File: src/rtl/neuron_mac_piped_if.sv
// Handshake and data bundle between the pair source, the neuron MAC and the sigmoid stage.
// Carries the input pair stream with its ready/valid handshake, the bias, and the result word with its valid pulse and clamp flag.
// master = pair source / result consumer; slave = the MAC itself.
interface neuron_mac_piped_if #(
    parameter int BITSIZE = 16
);
    logic               in_valid;
    logic               in_ready;
    logic [BITSIZE-1:0] x_in;
    logic [BITSIZE-1:0] w_in;
    logic [BITSIZE-1:0] bias;
    logic [BITSIZE-1:0] data_out;
    logic               out_valid;
    logic               sat;

    modport master (
        output in_valid, x_in, w_in, bias,
        input  in_ready, data_out, out_valid, sat
    );

    modport slave (
        input  in_valid, x_in, w_in, bias,
        output in_ready, data_out, out_valid, sat
    );
endinterface

File: src/rtl/neuron_mac_piped.sv
// Pipelined dot-product + bias unit producing a saturated sign-magnitude Q4.11 pre-activation.
// Latency: 3 edges from the last accepted pair to the out_valid pulse; one neuron per N_INPUTS+2 cycles.
// Backpressure: in_ready is a pure state decode, low for the FLUSH and DONE cycles only.
module neuron_mac_piped #(
    parameter int BITSIZE  = 16,
    parameter int FRAC     = 11,
    parameter int ACC_W    = 32,
    parameter int N_INPUTS = 8
) (
    input  logic               clk,
    input  logic               reset,
    neuron_mac_piped_if.slave  bus
);
    localparam int MAG_W  = BITSIZE - 1;
    localparam int PROD_W = 2 * MAG_W;
    localparam int PMAG_W = PROD_W - FRAC;
    localparam int CNT_W  = (N_INPUTS > 1) ? $clog2(N_INPUTS) : 1;

    // Largest magnitude representable in the output word, as a signed sum-width constant.
    localparam logic signed [ACC_W:0] MAX_POS = {{(ACC_W + 1 - MAG_W){1'b0}}, {MAG_W{1'b1}}};
    localparam logic signed [ACC_W:0] MIN_NEG = -MAX_POS;

    typedef enum logic [1:0] {
        ST_ACC   = 2'd0,
        ST_FLUSH = 2'd1,
        ST_DONE  = 2'd2
    } state_t;

    state_t                   state;
    logic [CNT_W-1:0]         cnt;
    logic signed [ACC_W-1:0]  acc;
    logic signed [ACC_W-1:0]  prod_reg;
    logic                     prod_vld;

    logic                     accept;
    logic [PROD_W-1:0]        prod_full;
    logic [PMAG_W-1:0]        prod_mag;
    logic                     prod_sign;
    logic signed [ACC_W-1:0]  prod_next;
    logic signed [ACC_W-1:0]  bias_twos;
    logic signed [ACC_W:0]    sum;
    logic signed [ACC_W:0]    neg_sum;
    logic [BITSIZE-1:0]       enc;
    logic                     enc_sat;

    assign bus.in_ready = (state == ST_ACC);
    assign accept       = bus.in_valid && bus.in_ready;

    // Magnitude product, truncated toward zero; a zero magnitude never carries a sign.
    assign prod_full = {{MAG_W{1'b0}}, bus.x_in[MAG_W-1:0]} * {{MAG_W{1'b0}}, bus.w_in[MAG_W-1:0]};
    assign prod_mag  = prod_full[PROD_W-1:FRAC];
    assign prod_sign = (bus.x_in[BITSIZE-1] ^ bus.w_in[BITSIZE-1]) && (prod_mag != '0);
    assign prod_next = prod_sign ? -$signed(ACC_W'(prod_mag)) : $signed(ACC_W'(prod_mag));

    // Bias converted to two's complement; sum is one bit wider so the add itself cannot wrap.
    assign bias_twos = bus.bias[BITSIZE-1] ? -$signed(ACC_W'(bus.bias[MAG_W-1:0]))
                                           :  $signed(ACC_W'(bus.bias[MAG_W-1:0]));
    assign sum       = {acc[ACC_W-1], acc} + {bias_twos[ACC_W-1], bias_twos};

    // Clamp the sum to the sign-magnitude range and encode it; zero always encodes as +0.
    always_comb begin
        enc     = '0;
        enc_sat = 1'b0;
        neg_sum = -sum;
        if (sum > MAX_POS) begin
            enc     = {1'b0, {MAG_W{1'b1}}};
            enc_sat = 1'b1;
        end else if (sum < MIN_NEG) begin
            enc     = {1'b1, {MAG_W{1'b1}}};
            enc_sat = 1'b1;
        end else if (sum < 0) begin
            enc = {1'b1, neg_sum[MAG_W-1:0]};
        end else begin
            enc = {1'b0, sum[MAG_W-1:0]};
        end
    end

    // Two-stage datapath: register the signed product on accept, then fold it into acc.
    always_ff @(posedge clk or posedge reset) begin
        if (reset) begin
            prod_reg <= '0;
            prod_vld <= 1'b0;
            acc      <= '0;
        end else begin
            prod_vld <= accept;
            if (accept) begin
                prod_reg <= prod_next;
            end
            if (state == ST_DONE) begin
                acc <= '0;
            end else if (prod_vld) begin
                acc <= acc + prod_reg;
            end
        end
    end

    // Sequencer: count pairs, drain the product pipe, then register the saturated result.
    always_ff @(posedge clk or posedge reset) begin
        if (reset) begin
            state         <= ST_ACC;
            cnt           <= '0;
            bus.data_out  <= '0;
            bus.sat       <= 1'b0;
            bus.out_valid <= 1'b0;
        end else begin
            bus.out_valid <= 1'b0;
            case (state)
                ST_ACC: begin
                    if (accept) begin
                        if (cnt == CNT_W'(N_INPUTS - 1)) begin
                            cnt   <= '0;
                            state <= ST_FLUSH;
                        end else begin
                            cnt <= cnt + 1'b1;
                        end
                    end
                end
                ST_FLUSH: begin
                    state <= ST_DONE;
                end
                ST_DONE: begin
                    bus.data_out  <= enc;
                    bus.sat       <= enc_sat;
                    bus.out_valid <= 1'b1;
                    state         <= ST_ACC;
                end
                default: begin
                    state <= ST_ACC;
                end
            endcase
        end
    end
endmodule

File: src/flat_wrapper.sv
// flat-port wrapper written by rule: the top's interface ports become plain ports
module neuron_mac_piped_flat 
#(
    parameter int BITSIZE  = 16,
    parameter int FRAC     = 11,
    parameter int ACC_W    = 32,
    parameter int N_INPUTS = 8
)
  (clk, reset, bus_in_valid, bus_x_in, bus_w_in, bus_bias, bus_in_ready, bus_data_out, bus_out_valid, bus_sat);
  neuron_mac_piped_if #(.BITSIZE(BITSIZE)) bus_i ();
  input  logic clk;
  input  logic reset;
  input wire logic [$bits(bus_i.in_valid)-1:0] bus_in_valid;
  input wire logic [$bits(bus_i.x_in)-1:0] bus_x_in;
  input wire logic [$bits(bus_i.w_in)-1:0] bus_w_in;
  input wire logic [$bits(bus_i.bias)-1:0] bus_bias;
  output wire logic [$bits(bus_i.in_ready)-1:0] bus_in_ready;
  output wire logic [$bits(bus_i.data_out)-1:0] bus_data_out;
  output wire logic [$bits(bus_i.out_valid)-1:0] bus_out_valid;
  output wire logic [$bits(bus_i.sat)-1:0] bus_sat;
  assign bus_i.in_valid = bus_in_valid;
  assign bus_i.x_in = bus_x_in;
  assign bus_i.w_in = bus_w_in;
  assign bus_i.bias = bus_bias;
  assign bus_in_ready = bus_i.in_ready;
  assign bus_data_out = bus_i.data_out;
  assign bus_out_valid = bus_i.out_valid;
  assign bus_sat = bus_i.sat;
  neuron_mac_piped #(.BITSIZE(BITSIZE), .FRAC(FRAC), .ACC_W(ACC_W), .N_INPUTS(N_INPUTS)) u_core (.clk(clk), .reset(reset), .bus(bus_i));
endmodule
File: config.mk
export PLATFORM = sky130hd
export DESIGN_NAME = neuron_mac_piped_flat
export DESIGN_NICKNAME = d
export VERILOG_FILES = /design/src/rtl/neuron_mac_piped_if.sv /design/src/rtl/neuron_mac_piped.sv /design/src/flat_wrapper.sv
export SDC_FILE = /design/constraint.sdc
export NUM_CORES = 1
export LEC_CHECK = 0
export ABC_AREA = 1
export BUFFER_PORTS_ARGS = -buffer_cell sky130_fd_sc_hd__buf_2
export CAP_MARGIN = 40
export CORE_MARGIN = 5
export CORE_UTILIZATION = 50
export CTS_CLUSTER_SIZE = 14
export DETAILED_ROUTE_END_ITERATION = 8
export PLACE_DENSITY = 0.65
export SYNTH_ARGS = -nofsm -noshare
export SYNTH_HDL_FRONTEND = slang
export SYNTH_SLANG_ARGS = --single-unit
File: constraint.sdc
create_clock -name clk -period 4.3 [get_ports clk]
set_input_delay 0.215 -clock clk [delete_from_list [all_inputs] [get_ports clk]]
set_output_delay 0.215 -clock clk [all_outputs]
set_load 0.02 [all_outputs]
==> out/metrics.cfg, run 1 <==
[run_status]
status = finished with violations
violations = setup timing

[worst_setup_path]
crit_fanout = 7
end_kind = register
reg2reg_to = u_core.bus.data_out[13]
regToRegStartpoint = u_core.acc[0]
crit_path_frequent_cell = fa_1
cpPeakStageDelay_ps = 560
r2r_cells = 23
criticalPathCategory = primary input to register
arrival_ps = 5830
ff2ff_setup_slack_ps = 750
critPathLaunchType = primary input
crit_required_ps = 4550
slowest_stage = fa_1

[layout]
syn_to_final_growth_pct = 27.1
fin_util_pct = 64.4
fillers = 3124
layout.nets = 3358
diodes = 0
drive_above_1_share_pct = 21.6

[worst_hold_path]
hold_start = bus_in_valid
min_delay_path_depth = 3
hold_end = u_core.state[0]
holdCritPathClass = primary input to register

[floorplanning]
dieArea_um2 = 37800
die_w_um = 194
core_area_um2 = 33500
io_pins = 70
die_h_um = 194
start_util_pct = 50.7
num_rows = 67

[sta]
rsz0062_at_grt = true
fmax_mhz = 179
min_period_over_period_pct = 130
setup_tns_ps = -37690
skew_ps = 4.67
setup_violations = 32
worstMarginPinSlew_ps = 832
slew_violations = 0
finalCriticalPeriod_ps = 5580
slew_headroom_pct = 44.5
finalWorstSetupSlack_ps = -1280
finalHoldViolations = 0

[yosys]
yosys_warnings = 0
synth_cell_types = 48
synthCells = 2647
ys_seq_elements = 88
syn_area_per_cell_um2 = 6.43
synth_nets = 3028
netlist_area_um2 = 17000
seq_area_frac_synth_pct = 12.9

[clock_network]
htreeDepth = 3
cts_buffers = 9
clock_latency_ps = 360
clkTransAtPathRegs_ps = 70
clkSinkCount = 88
cts_tree = done
cts.path.max_buffers = 2
cts-root-buf = clkbuf_16

[global_route]
grt_max_degree = 45
grt_pass1_wl_mm = 83.4
globalRouteTotalUtil_pct = 26.2
overflow = 0
antenna_found_initial = 0
grt_pass1_vias = 17149

[place]
gp_congestion = 0.903
hpwl_mm = 41.4
port_buffers = 69
post-place-ws_ps = -1830

[routing]
viasPerCell = 5.08
ant_nets = 0
firstDrtPassIters = 7
drt_iter0_markers = 1168
drt-total-wl_mm = 49.6
drc = 0
wl_per_cell_um = 14.5
vias = 17408

[job]
maxCapViolations = 0

[cells in the final DEF, fill, tap and decap left out, drive strengths merged]
cell           n
a211oi         1
a21boi         1
a21o           3
a21oi        119
a221oi         1
a22o           1
a31oi          6
a32o           1
and2           3
and3           1
buf          367
clkbuf        16
clkinv         4
dfrtp         88
dlygate4sd3    1
fa           168
ha           162
inv          569
nand2        943
nand3        115
nand3b        15
nand4         27
nor2         173
nor3          26
nor3b          1
nor4           4
o2111ai        1
o211ai         2
o21a           2
o21ai        105
o21bai         4
o221ai         1
o31ai          9
or2            1
xnor2         15
xor2          26
[synthesized netlist by cell type, drive strengths merged]
cell	count	area, um2
a211oi	1	7.51
a21boi	1	7.51
a21o	3	22.5
a21oi	119	599
a221oi	1	8.76
a22o	1	8.76
a31oi	6	37.5
a32o	1	10.0
and2	3	18.8
and3	1	6.26
buf	7	46.3
clkbuf	48	180
clkinv	1	3.75
dfrtp	88	2200
fa	168	3360
ha	162	2030
inv	566	2120
nand2	943	3570
nand3	115	586
nand3b	15	113
nand4	27	169
nor2	173	679
nor3	26	140
nor3b	1	7.51
nor4	4	25.0
o2111ai	1	8.76
o211ai	2	20.0
o21a	2	15.0
o21ai	105	529
o21bai	4	30.0
o221ai	1	8.76
o31ai	9	67.6
or2	1	6.26
xnor2	15	131
xor2	26	228
[how the worst max path moves through the flow]
stage                            start                  end  cells past startpoint
after floorplan            bus_x_in[7]   u_core.prod_reg[3]                     38
after global placement     bus_x_in[8]  u_core.prod_reg[29]                     28
after detailed placement   bus_x_in[8]  u_core.prod_reg[25]                     28
after CTS                  bus_x_in[5]  u_core.prod_reg[25]                     38
after global routing      bus_w_in[13]  u_core.prod_reg[25]                     29
final                      bus_w_in[0]  u_core.prod_reg[25]                     32
[stage by stage]
stage	hold slack (ps)	cells	instance area (um2)
4_1_cts	124	3420	21000
5_1_grt	134	3430	21600
6_report	128	3430	21600
3_3_place_gp	410	3377	20000
3_5_place_dp	106	3379	20100
2_1_floorplan	348	2647	17400
[cell families (layout without fill, tap and decap cells)]
family | Yosys count | count (layout) | share of synthesized area (%)
xor+xnor | 41 | 41 | 2.11
simple gates | 1309 | 1309 | 31.3
buf+inv | 622 | 957 | 13.8
flops | 88 | 88 | 12.9
fa+ha+maj | 330 | 330 | 31.7
compound gates | 257 | 257 | 8.12
[area by class of cell]
cell class	count	area, um2	area share [%]
multi-input cells	1937	13400	62.1
flip-flops and latches	88	2200	10.2
well taps	448	561	2.59
clock buffers	10	239	1.11
repair buffers	374	3010	13.9
inverters	567	2130	9.87
clock inverters	6	48.8	0.226
[critical path, delay by kind of cell]
family	cells	cell delay, ps
AOI/OAI and AO/OA	1	60
buffers and inverters	9	750
adders and majority gates	7	3390
and+or+nand+nor	15	1400
[repair_timing]
action | CTS | global route
buffers inserted | 26 | 12
hold buffers | 1 | 0
pin swaps | 50 | 81
hold endpoints to repair | 48 | 0
setup endpoints to repair | 33 | 49
resized for setup | 125 | 176
cloned | 1 | 0
[metal layers]
layer	track usage (%)	part of all wire, %
met1	40.3	49
met2	41.6	45
met3	2.72	5.9
met4	2.86	0.82
met5	0	0
Power of run 1 is not shown: default switching activity piles up to over one toggle a cycle in this logic, so the estimate is an artifact.
==> inputs of run 2 (changes only) <==
--- a/config.mk
+++ b/config.mk
@@ -9,10 +9,10 @@
 export BUFFER_PORTS_ARGS = -buffer_cell sky130_fd_sc_hd__buf_2
 export CAP_MARGIN = 40
 export CORE_MARGIN = 5
-export CORE_UTILIZATION = 50
+export CORE_UTILIZATION = 40
 export CTS_CLUSTER_SIZE = 14
 export DETAILED_ROUTE_END_ITERATION = 8
-export PLACE_DENSITY = 0.65
+export PLACE_DENSITY = 0.54
 export SYNTH_ARGS = -nofsm -noshare
 export SYNTH_HDL_FRONTEND = slang
 export SYNTH_SLANG_ARGS = --single-unit
==> out/metrics.cfg, run 2 (synthesis gave the netlist of run 1 again) <==
[run_status]
status = finished with violations
violations = setup timing

[worst_setup_path]
crit_path_frequent_cell = nand2_2
cpLargestDelayFamily = adder cells
crit_fanout = 7  ; unchanged
crit_required_ps = 4560  ; about the same
timing.critical_path.buf_inv = 10  ; +1
reg2reg_to = u_core.bus.data_out[7]
criticalPathCategory = primary input to register
ff2ff_setup_slack_ps = 710  ; -40 ps
cpPeakStageDelay_ps = 540  ; -20 ps
end_kind = register
regToRegStartpoint = u_core.acc[0]
arrival_ps = 5740  ; -90 ps
critPathLaunchType = primary input
slowest_stage = fa_1
r2r_cells = 23  ; unchanged

[layout]
fin_util_pct = 52.7  ; -12 points
syn_to_final_growth_pct = 30.2
final_cell_mix = nand2_1, inv_1, buf_4
diodes = 0  ; unchanged
final_common_cell = nand2_1
drive_above_1_share_pct = 22.9  ; +1.3 points
layout.nets = 3366  ; +0.24%

[place]
hpwl_mm = 42.9  ; +3.6%
gp_congestion = 0.892  ; -1.3%
port_buffers = 69  ; unchanged

[floorplanning]
dieArea_um2 = 46700  ; +24%
num_rows = 75  ; +12%
core_area_um2 = 42000  ; +25%
io_pins = 70  ; unchanged
start_util_pct = 40.5  ; -10 points
die_w_um = 216  ; +11%
die_h_um = 216  ; +11%

[global_route]
grt_pass1_wl_mm = 84.9  ; +1.8%
grt_pass1_vias = 17203  ; +0.31%
grt_max_degree = 39  ; -13%
overflow = 0  ; unchanged
antenna_found_initial = 0  ; unchanged
globalRouteTotalUtil_pct = 21.7  ; -4.5 points

[clock_network]
clkTransAtPathRegs_ps = 80  ; about the same
htreeDepth = 3  ; unchanged
cts-root-buf = clkbuf_16
cts.path.max_buffers = 2  ; unchanged
clock_latency_ps = 360  ; about the same
cts_tree = done
cts_buffers = 9  ; unchanged
clkSinkCount = 88  ; unchanged

[routing]
drc = 0  ; unchanged
vias = 17233  ; -1.0%
ant_nets = 0  ; unchanged
wl_per_cell_um = 14.4  ; -0.59%
firstDrtPassIters = 5  ; -2
drt_iter0_markers = 1128  ; -3.4%
drt-total-wl_mm = 50.7  ; +2.3%
viasPerCell = 4.88  ; -3.8%

[sta]
slew_headroom_pct = 64.1  ; +20 points
worstMarginPinSlew_ps = 535  ; -297 ps
skew_ps = 14.2  ; +9.52 ps
fmax_mhz = 182  ; +1.7%
finalWorstSetupSlack_ps = -1190  ; +93.5 ps
slew_violations = 0  ; unchanged
rsz0062_at_grt = true
setup_violations = 32  ; unchanged
finalCriticalPeriod_ps = 5490  ; -93.5 ps
min_period_over_period_pct = 128  ; -2.2 points
finalHoldViolations = 0  ; unchanged
setup_tns_ps = -35240  ; +2450 ps

[job]
maxCapViolations = 0  ; unchanged

[worst_hold_path]
min_delay_path_depth = 3  ; unchanged
holdCritPathClass = primary input to register
hold_end = u_core.state[0]
hold_start = bus_in_valid

run 2: changes by cell type in the layout (fill, tap and decap cells not counted), moves of 5 or more:
cell     change
nor2_2       -5
buf_4        +7
nor2_4      +10
nor2_1       -5
buf_12       +5
ha_4         +5
nand2_1     -10
nand2_2      +8
inv_1       -12
a21oi_2      -5
inv_2       +13
run 2: repair_timing:
action / in CTS / in global routing
pin swaps: 46 / 118
resized for setup: 147 / 211
gates cloned: 2 / 3
hold buffers: 1 / 0
hold endpoints to repair: 17 / 0
endpoints found under the setup margin: 46 / 48
buffers inserted: 3 / 16
run 2: worst max path at each step:
stage,cells after the start,from,to,slack (ps)
3_3_place_gp,31,bus_w_in[11],u_core.prod_reg[25],-1830
3_5_place_dp,30,bus_x_in[6],u_core.prod_reg[29],-1860
2_1_floorplan,38,bus_x_in[7],u_core.prod_reg[3],-1300
5_1_grt,33,bus_w_in[4],u_core.prod_reg[25],-1460
6_report,32,bus_w_in[3],u_core.prod_reg[23],-1190
4_1_cts,36,bus_x_in[11],u_core.prod_reg[29],-1150
run 2: per-stage QoR:
stage / cells / cell area (um2) / hold WS [ps] / worst slack, ps
detailed placement: 3488 / 20300 / 184 / -1860
global route: 3529 / 22100 / 104 / -1460
CTS: 3510 / 21300 / 108 / -1150
global placement: 3486 / 20300 / 438 / -1830
finish: 3529 / 22100 / 112 / -1190
floorplan: 2647 / 17400 / 348 / -1300
run 2: area by class of cell:
cell class | count | area (um2)
clock inverters | 7 | 86.3
fillers | 4246 | 19900
well taps | 539 | 674
clock buffers | 9 | 225
repair buffers | 381 | 3160
multi-input cells | 1938 | 13700
flip-flops and latches | 88 | 2200
inverters | 567 | 2130
run 2: metal layers:
layer	track usage (%)	wire length [um]	vias to the layer above
met3	1.74	2270	33
li1	-	-	8763
met4	2.71	486	0
met1	32.6	25200	8091
met2	35.4	22800	346
met5	0	0	-
run 2: tightest hold or removal path: stages:
cell and delay, ps:
buf_2 90, inv_1 70, nor3_1 60
Power of run 2 is left out for the same reason.
==> inputs of run 3 (changes only) <==
--- a/config.mk
+++ b/config.mk
@@ -12,7 +12,7 @@
 export CORE_UTILIZATION = 40
 export CTS_CLUSTER_SIZE = 14
 export DETAILED_ROUTE_END_ITERATION = 8
-export PLACE_DENSITY = 0.54
+export PLACE_DENSITY = 0.64
 export SYNTH_ARGS = -nofsm -noshare
 export SYNTH_HDL_FRONTEND = slang
 export SYNTH_SLANG_ARGS = --single-unit
==> out/metrics.cfg, run 3 (synthesis gave the netlist of run 1 again) <==
[layout]
drive_above_1_share_pct = 20.3  ; -2.7 points
final_cells = 3506  ; -0.65%
layout.nets = 3343  ; -0.68%
diodes = 0  ; unchanged
final_common_cell = nand2_1
fillers = 4128  ; -2.8%
final_cell_mix = nand2_1, inv_1, buf_4
syn_to_final_growth_pct = 26.9
design_area_um2 = 21600  ; -2.5%

[global_route]
grt_max_degree = 43  ; +10%
globalRouteTotalUtil_pct = 21.0  ; -0.76 points
antenna_found_initial = 0  ; unchanged
grt_pass1_wl_mm = 82.2  ; -3.3%
overflow = 0  ; unchanged
grt_pass1_vias = 17024  ; -1.0%

[routing]
firstDrtPassIters = 5  ; unchanged
vias = 17195  ; -0.22%
wl_per_cell_um = 14.1  ; -1.6%
drt-total-wl_mm = 49.6  ; -2.2%
viasPerCell = 4.90  ; +0.43%
drt_iter0_markers = 1083  ; -4.0%
ant_nets = 0  ; unchanged
drc = 0  ; unchanged

[run_status]
violations = setup timing
status = finished with violations

[floorplanning]
die_h_um = 216  ; unchanged
num_rows = 75  ; unchanged
die_w_um = 216  ; unchanged
dieArea_um2 = 46700  ; unchanged
core_area_um2 = 42000  ; unchanged
io_pins = 70  ; unchanged
start_util_pct = 40.5  ; unchanged

[sta]
slew_violations = 0  ; unchanged
slew_headroom_pct = 42.5  ; -22 points
min_period_over_period_pct = 131  ; +3.6 points
setup_violations = 32  ; unchanged
setup_tns_ps = -40240  ; -5000 ps
fmax_mhz = 177  ; -2.7%
finalHoldViolations = 0  ; unchanged
worstMarginPinSlew_ps = 861  ; +326 ps
skew_ps = 13.4  ; -0.807 ps
finalCriticalPeriod_ps = 5640  ; +153 ps
finalWorstSetupSlack_ps = -1340  ; -153 ps
rsz0062_at_grt = true

[worst_setup_path]
critPathLaunchType = primary input
end_kind = register
arrival_ps = 5880  ; +140 ps
startpoint = bus_x_in[9]
crit_path_frequent_cell = fa_1
cpPeakStageDelay_ps = 560  ; +20 ps
crit_required_ps = 4540  ; -20 ps
slowest_stage = fa_1
criticalPathCategory = primary input to register
crit_fanout = 10  ; +3
regToRegStartpoint = u_core.acc[0]

[clock_network]
clock_latency_ps = 350  ; about the same
cts.path.max_buffers = 2  ; unchanged
cts_tree = done
cts_buffers = 9  ; unchanged
clkTransAtPathRegs_ps = 70  ; about the same
htreeDepth = 3  ; unchanged
cts-root-buf = clkbuf_16
clkSinkCount = 88  ; unchanged

[job]
maxCapViolations = 0  ; unchanged

[place]
place_inst = 3467  ; -0.60%
gp_congestion = 0.910  ; +2.1%
port_buffers = 69  ; unchanged
hpwl_mm = 41.7  ; -2.8%
placed_area_um2 = 20200  ; -0.74%
post-place-ws_ps = -1990  ; -124 ps

[worst_hold_path]
hold_start = bus_in_valid
holdCritPathClass = primary input to register

-- run 3: cell type report --
cell class	instances	area [um2]	area share [%]
clock buffer	9	225	1.04
clock inverter	7	85.1	0.394
inverter	567	2130	9.86
multi-input combinational	1938	13400	62.0
sequential	88	2200	10.2
tap	539	674	3.12
timing repair buffer	358	2880	13.3
-- run 3: worst max-delay path, delay by kind of cell --
kind,cells,cell delay (ps)
buf+inv,7,520
simple gates,17,1650
fa+ha+maj,7,3470
-- run 3: through the flow --
| step | utilization (%) | hold slack (ps) |
|---|---|---|
| after floorplan | - | 348 |
| after global placement | 47.8 | 414 |
| after detailed placement | 48.0 | 128 |
| after CTS | 49.5 | 108 |
| after global routing | 51.3 | 121 |
| final | 51.3 | 115 |
-- run 3: final timing paths --
path                       slack, ps  depth (start not counted)                       to
setup / recovery               -1340                         31      u_core.prod_reg[12]
hold / removal                   110                          3          u_core.state[0]
setup reg to reg                 570                         21  u_core.bus.data_out[11]
hold reg to reg                  450                          1          u_core.state[1]
max in group asynchronous       2970                          5      u_core.prod_reg[22]
min in group asynchronous        300                          3   u_core.bus.data_out[6]
-- run 3: metal layers --
| metal | global-route usage, % | vias to the layer above | wire, um |
|---|---|---|---|
| met3 | 2.19 | 53 | 2520 |
| met4 | 4.09 | 0 | 724 |
| li1 | - | 8693 | - |
| met5 | 0 | - | 0 |
| met2 | 34.9 | 416 | 22900 |
| met1 | 29.9 | 8033 | 23400 |
-- run 3: timing repair --
item / in CTS / in global routing
setup endpoints to repair: 47 / 49
hold endpoints to repair: 9 / 0
gates resized for setup: 84 / 186
hold buffers: 1 / 0
setup buffers: 4 / 16
pin swaps: 34 / 83
gates cloned: 1 / 1
Power of run 3 is left out for the same reason.
